===== src/rtl/mem_access_unit.sv =====
// Memory access unit: control-FSM requests to an Avalon-MM master port.
// Optional macro MEM_ALIGN_CHECK_EN traps misaligned word accesses.
module mem_access_unit #(
   parameter int WAIT_LIMIT = 255
) (
   input  logic        clk,
   input  logic        reset,
   input  logic        req_valid,
   input  logic [1:0]  req_kind,
   input  logic [31:0] req_addr,
   input  logic [31:0] req_wdata,
   output logic        req_ready,
   output logic        done,
   output logic [31:0] instr,
   output logic [31:0] mdr,
   output logic        bus_error,
   output logic [31:0] avm_address,
   output logic        avm_read,
   output logic        avm_write,
   output logic [31:0] avm_writedata,
   output logic [3:0]  avm_byteenable,
   input  logic [31:0] avm_readdata,
   input  logic        avm_waitrequest
);

   localparam int CW = (WAIT_LIMIT > 1) ? $clog2(WAIT_LIMIT + 1) : 1;
   localparam logic [CW-1:0] LIMIT = CW'(WAIT_LIMIT);

   localparam logic [1:0] K_FETCH = 2'b00;
   localparam logic [1:0] K_LW    = 2'b01;
   localparam logic [1:0] K_LB    = 2'b10;
   localparam logic [1:0] K_SW    = 2'b11;

   typedef enum logic [1:0] {
      IDLE,
      READ,
      WRITE,
      ERROR
   } state_e;

   state_e        state_q, state_d;
   logic [31:0]   addr_q, addr_d;
   logic [31:0]   wdata_q, wdata_d;
   logic [1:0]    kind_q, kind_d;
   logic [1:0]    off_q, off_d;
   logic          read_q, read_d;
   logic          write_q, write_d;
   logic          done_q, done_d;
   logic          err_q, err_d;
   logic [31:0]   instr_q, instr_d;
   logic [31:0]   mdr_q, mdr_d;
   logic [CW-1:0] cnt_q, cnt_d;
   logic [CW-1:0] cnt_inc;
   logic [7:0]    lb_byte;
   logic [31:0]   lb_ext;
   logic          misaligned;

`ifdef MEM_ALIGN_CHECK_EN
   assign misaligned = (req_kind != K_LB) && (req_addr[1:0] != 2'b00);
`else
   assign misaligned = 1'b0;
`endif

   assign cnt_inc = cnt_q + CW'(1);

   // Select the addressed byte (little-endian) and sign-extend it
   always_comb begin
      lb_byte = avm_readdata[7:0];
      unique case (off_q)
         2'd0: lb_byte = avm_readdata[7:0];
         2'd1: lb_byte = avm_readdata[15:8];
         2'd2: lb_byte = avm_readdata[23:16];
         2'd3: lb_byte = avm_readdata[31:24];
      endcase
      lb_ext = {{24{lb_byte[7]}}, lb_byte};
   end

   // Next-state and registered-output logic
   always_comb begin
      state_d = state_q;
      addr_d  = addr_q;
      wdata_d = wdata_q;
      kind_d  = kind_q;
      off_d   = off_q;
      read_d  = read_q;
      write_d = write_q;
      done_d  = 1'b0;
      err_d   = err_q;
      instr_d = instr_q;
      mdr_d   = mdr_q;
      cnt_d   = cnt_q;
      unique case (state_q)
         IDLE: begin
            if (req_valid) begin
               if (misaligned) begin
                  state_d = ERROR;
                  err_d   = 1'b1;
               end else begin
                  addr_d  = {req_addr[31:2], 2'b00};
                  off_d   = req_addr[1:0];
                  kind_d  = req_kind;
                  wdata_d = req_wdata;
                  cnt_d   = '0;
                  if (req_kind == K_SW) begin
                     state_d = WRITE;
                     write_d = 1'b1;
                  end else begin
                     state_d = READ;
                     read_d  = 1'b1;
                  end
               end
            end
         end
         READ, WRITE: begin
            if (!avm_waitrequest) begin
               read_d  = 1'b0;
               write_d = 1'b0;
               done_d  = 1'b1;
               cnt_d   = '0;
               state_d = IDLE;
               if (state_q == READ) begin
                  case (kind_q)
                     K_FETCH: instr_d = avm_readdata;
                     K_LW:    mdr_d   = avm_readdata;
                     K_LB:    mdr_d   = lb_ext;
                     default: ;
                  endcase
               end
            end else if (WAIT_LIMIT > 0) begin
               if (cnt_inc == LIMIT) begin
                  read_d  = 1'b0;
                  write_d = 1'b0;
                  err_d   = 1'b1;
                  state_d = ERROR;
               end else begin
                  cnt_d = cnt_inc;
               end
            end
         end
         ERROR: begin
            read_d  = 1'b0;
            write_d = 1'b0;
            err_d   = 1'b1;
         end
      endcase
   end

   // State and datapath registers with synchronous reset
   always_ff @(posedge clk) begin
      if (reset) begin
         state_q <= IDLE;
         addr_q  <= '0;
         wdata_q <= '0;
         kind_q  <= '0;
         off_q   <= '0;
         read_q  <= 1'b0;
         write_q <= 1'b0;
         done_q  <= 1'b0;
         err_q   <= 1'b0;
         instr_q <= '0;
         mdr_q   <= '0;
         cnt_q   <= '0;
      end else begin
         state_q <= state_d;
         addr_q  <= addr_d;
         wdata_q <= wdata_d;
         kind_q  <= kind_d;
         off_q   <= off_d;
         read_q  <= read_d;
         write_q <= write_d;
         done_q  <= done_d;
         err_q   <= err_d;
         instr_q <= instr_d;
         mdr_q   <= mdr_d;
         cnt_q   <= cnt_d;
      end
   end

   assign req_ready      = (state_q == IDLE);
   assign done           = done_q;
   assign instr          = instr_q;
   assign mdr            = mdr_q;
   assign bus_error      = err_q;
   assign avm_address    = addr_q;
   assign avm_read       = read_q;
   assign avm_write      = write_q;
   assign avm_writedata  = wdata_q;
   assign avm_byteenable = 4'b1111;

endmodule


===== config.mk =====
export PLATFORM = sky130hd
export DESIGN_NAME = mem_access_unit
export DESIGN_NICKNAME = d
export VERILOG_FILES = /design/src/rtl/mem_access_unit.sv
export SDC_FILE = /design/constraint.sdc
export NUM_CORES = 1
export LEC_CHECK = 0
export BUFFER_PORTS_ARGS = -buffer_cell sky130_fd_sc_hd__buf_2
export CORE_ASPECT_RATIO = 0.7
export CORE_MARGIN = 2
export CORE_UTILIZATION = 48
export CTS_CLUSTER_DIAMETER = 80
export CTS_CLUSTER_SIZE = 28
export DETAILED_ROUTE_END_ITERATION = 16
export PLACE_DENSITY = 0.8
export SLEW_MARGIN = 10
export SYNTH_ARGS = -nofsm -noshare
export SYNTH_HDL_FRONTEND = slang
export SYNTH_SLANG_ARGS = --single-unit
export TNS_END_PERCENT = 100

===== constraint.sdc =====
create_clock -name clk -period 2.95 [get_ports clk]
set_clock_uncertainty 0.15 [all_clocks]
set_input_delay 0.59 -clock clk [delete_from_list [all_inputs] [get_ports clk]]
set_output_delay 0.59 -clock clk [all_outputs]
set_load 0.03 [all_outputs]

; Word level (Yosys, flattened, before mapping)
; Cells that the tools add are included.
[op_classes]
addsub = 1
eq_ne = 17
n_mux = 23
bitwise = 3
reduce_logical = 15
[ops]
columns = op, count
row1 = one-hot mux 32 bit (2 select lines), 1
row2 = one-hot mux 8 bit (4 select lines), 1
row3 = 2-to-1 mux 8 bit, 3
row4 = one-hot mux 8 bit (2 select lines), 1
row5 = AND reduction 3 bit, 5
row6 = equality test 2 bit (second input constant), 6
row7 = 2-to-1 mux 1 bit, 9
row8 = adder 8 x 1 -> 8 bit (second input constant), 1
row9 = equality test 8 bit (second input constant), 1
row10 = 2-to-1 mux 2 bit, 4
row11 = != test 2 bit (second input constant), 4
row12 = AND reduction 4 bit, 2
row13 = equality test 2 x 1 -> 1 bit (second input constant), 3
row14 = logical NOT 2 bit, 3
row15 = != test 3 bit (second input constant), 2
row16 = one-hot mux 1 bit (3 select lines), 2
row17 = one-hot mux 2 bit (2 select lines), 1
row18 = nonzero test 2 bit, 2
row19 = OR reduction 2 bit, 2
row20 = NOT 1 bit, 3
row21 = != test 2 x 1 -> 1 bit (second input constant), 1
row22 = one-hot mux 1 bit (2 select lines), 1
row23 = AND reduction 2 bit, 1
[word_totals]
ff_bits = 144
input_bits = 102
output_inout_bits = 137
word_cells = 71

; Depth between registers and ports, before layout
[logic_depth]
depth_word = 5
depth_mapped = 9
depth_no_buf = 8

; Least setup slack after synthesis
; OpenSTA, ideal clock, no wires.
[synth_timing]
path_type = flip-flop to flip-flop
startpoint = register state_q[0]
endpoint = register addr_q[20], in the netlist avm_address[20]
setup_ps = 70
t_arrival_ps = 1854
t_required_ps = 2730
slack_ps = 875
stages_incl_launch_ff = 9
n_path_buf = 3
synth_period_minus_slack_ps = 2075
path_cell_list = dfxtp_1 > inv_1 > ha_1 > and2_1 > clkbuf_1 > clkbuf_1 > buf_1 > nand2_1 > a21oi_1
[synth_via]
elab_chain_cells = 2
[synth_rtl]
columns = element, line_no
row1 = from (decl), 41  ; state_e state_q, state_d;
row2 = from (signal assigned), 164  ; state_q <= state_d;
row3 = logical NOT 2 bit, -
row4 = named net req_ready, 12  ; output logic req_ready,
row5 = AND reduction 2 bit (no line), -
row6 = to (signal assigned), 165  ; addr_q <= addr_d;
row7 = to (decl), 42  ; logic [31:0] addr_q, addr_d;
; The timed path passes the listed nets, and every way through them passes these cells.
; A chain may end at the register's enable or synchronous reset.

; Worst setup path in the final report
[layout_timing]
startpoint = register state_q[0]
endpoint = register cnt_q[3]
[layout_via]
elab_chain_cells = 4
elab_cells_between_ends = 9
cone_classes = eq/ne (4) / mux (1) / reduce/logical (4)
[layout_rtl]
columns = element, line_no
row1 = equality test 2 x 1 -> 1 bit / equality test 2 bit (equally long branches), 92  ; unique case (state_q)
row2 = OR reduction 2 bit, 92
row3 = != test 3 bit (no line) / nonzero test 2 bit (equally long branches), -
row4 = AND reduction 3 bit (no line), -
row5 = to (signal assigned), 175  ; cnt_q <= cnt_d;
row6 = to (decl), 52  ; logic [CW-1:0] cnt_q, cnt_d;
; Several ways; a longest one is shown, not always the timed one.

==> results.toml <==
[clock_tree]
path_clk_slew_ns = 0.06
cts.hold.buffers_added = 0
cts-buffers-inserted = 17
tritoncts = "built"
root_buffer = "clkbuf_16"
post_cts_buffers = 0
worst_skew_pair.late_latency_ns = 0.41
clk_path_buf_depth = 2
cts-resized-gates = 0
htreeDepth = 4
clock_sinks = 144

[power]
p_sw_share_pct = 34.9
total_power_uw = 6410
p_comb_share_pct = 28.6
max-vdd-ir-drop_mv = 0.524
clkPwrFrac_pct = 35.6
internal-power_uw = 4170
power_density_nw_per_um2 = 839
p_seq_share_pct = 35.9
p_switching_uw = 2240
p_leak_uw = 0.00337

[timing]
setup-violations-final = 0
worst_pin_slew_ns = 0.776
fmax_mhz = 429
rsz0062_at_grt = "false"
hold_viol = 0
drv_slew = 0
tns_ns = 0
post-route-period-util_pct = 79.0
period_minus_slack_ns = 2.33
relSlewSlack_pct = 48.3

[yosys]
yosysTopAreaCellShare_pct = 50.0
syn-instance-count = 733
yosysWarnings = 0
avgSynthCellArea_um2 = 7.87
ys_ff_latch = 144
synthDistinctLibCells = 44
synth_top_flop_cell = "dfxtp_1"
synth_edf_count = 0
yosysTopAreaCell = "dfxtp_1"
synthTopCellsByArea = "dfxtp_1, nand2_1, a21oi_1, a311oi_1, nor2_1"
syn-cell-area_um2 = 5770
async_flop_share_pct = 0
ys_seq_area_share_pct = 50.0

[die]
core-area_um2 = 11700
top_level_ports = 239
rows = 33
initial_core_util_pct = 49.2
fp.dieH_um = 95.7
fp.dieW_um = 135
dieArea_um2 = 12900

[setup_path]
required_ns = 3.15
critPathArrivalTime_ns = 2.53
path_max_fanout = 8
timing.critical_path.to_type = "register"
r2r_start = "state_q[0]$_SDFFE_PP0P_"
start_kind = "register"
startpoint = "state_q[0]$_SDFFE_PP0P_"
crit_type = "register to register"

[place]
gp_congestion = 0.897
hpwl_mm = 11.4
port_buffers = 232

[cells_and_area]
utilization_pct = 65.2
syn2layout_area_growth_pct = 32.5
most-common-layout-cells = "buf_2, nand2_1, dfxtp_1"
drive_above_1_share_pct = 29.7
antenna_cells = 0
layout_commonest_cell = "buf_2"
nets = 1048

[routing]
drc = 0
vias_per_cell = 5.19
antenna_left = 0
drt_wl_total_mm = 16.4
vias = 5760
wire_per_inst_um = 14.7
detail_route.first_pass.iterations = 5
first_iter_violations = 422

[global_routing]
grt_pass1_vias = 5082
antenna_found_initial = 0
grt_pass1_wl_mm = 25.2
overflow = 0
grt_usage_pct = 24.6
grt_max_degree = 74

[hold_path]
hp-start = "req_addr[9]"
holdCritPathClass = "input port to register"

[status]
status = "finished, final reports clean"

[flow_run]
cap_violations = 0
cell families after synthesis:
logic type / Yosys count / synth area share (%)
compound gates: 181 / 18.6
xor+xnor: 1 / 0.152
fa+ha+maj: 6 / 1.30
buf+inv: 70 / 5.01
flops: 144 / 50.0
mux: 10 / 1.97
other cells: 2 / 0.130
simple gates: 319 / 22.9
critical path: stages (launching register included):
cell	delay, ns
dfxtp_1	0.35
inv_1	0.06
ha_1	0.41
nand2_1	0.17
nor2_1	0.34
nand2_1	0.19
or4_1	0.52
nand3_1	0.08
final timing paths:
path                                                endpoint  slack (ns)  depth (start not counted)
worst max register to register         cnt_q[3]$_SDFFE_PP0P_        0.62                          7
worst max-delay path                   cnt_q[3]$_SDFFE_PP0P_        0.62                          7
worst min-delay path             avm_address[9]$_SDFFE_PP0P_        0.26                          3
worst min register to register  avm_address[23]$_SDFFE_PP0P_        0.30                          2
layout make-up:
class,instances,area (µm²)
Tap cell,157,196
Sequential cell,144,2880
Clock inverter,12,183
Timing Repair Buffer,243,1270
Inverter,11,41.3
Fill cell,1030,4080
Clock buffer,20,447
Multi-Input combinational cell,523,2620
synthesized netlist by cell type, types with 8 or more instances:
| cell type | number |
|---|---|
| o21ai_0 | 17 |
| nor2_1 | 48 |
| a311oi_1 | 25 |
| dfxtp_1 | 144 |
| a211oi_1 | 8 |
| nand2b_1 | 28 |
| inv_1 | 11 |
| nand2_1 | 218 |
| mux2i_1 | 8 |
| a21oi_1 | 114 |
| clkbuf_1 | 46 |
| nand3_1 | 8 |
power by group through the flow:
stage               Sequential [µW]  Combinational [µW]  Clock, µW
finish                         2300                1830       2280
global route                   2330                2010       2390
CTS                            2300                1830       2310
detailed placement             2340                1820          0
global placement               2330                1810          0
floorplan                      2730                 877          0
flip-flops by register name, summed over array words and instances, names as in the netlist:
name           cells
avm_address       30
avm_read           1
mdr               32
bus_error          1
instr             32
avm_writedata     32
cnt_q              8
state_q            2
kind_q             2
avm_write          1
off_q              2
done               1
per-layer routing:
| layer | track usage (%) | share of wire [%] | vias up |
|---|---|---|---|
| met4 | 9.64 | 1.5 | 0 |
| met2 | 38.7 | 46 | 269 |
| met1 | 33.0 | 44 | 2611 |
| li1 | - | - | 2860 |
| met3 | 6.11 | 8.7 | 20 |
| met5 | 0 | 0 | - |
stage by stage:
stage,hold WS [ns],area [µm²],cells,setup slack (ns)
floorplan,0.286,5780,737,0.875
global placement,0.288,7020,1078,0.713
detailed placement,0.293,7020,1078,0.681
CTS,0.249,7640,1110,0.628
global route,0.256,7640,1110,0.428
finish,0.260,7640,1110,0.618
(Power assumes the default switching activity.)
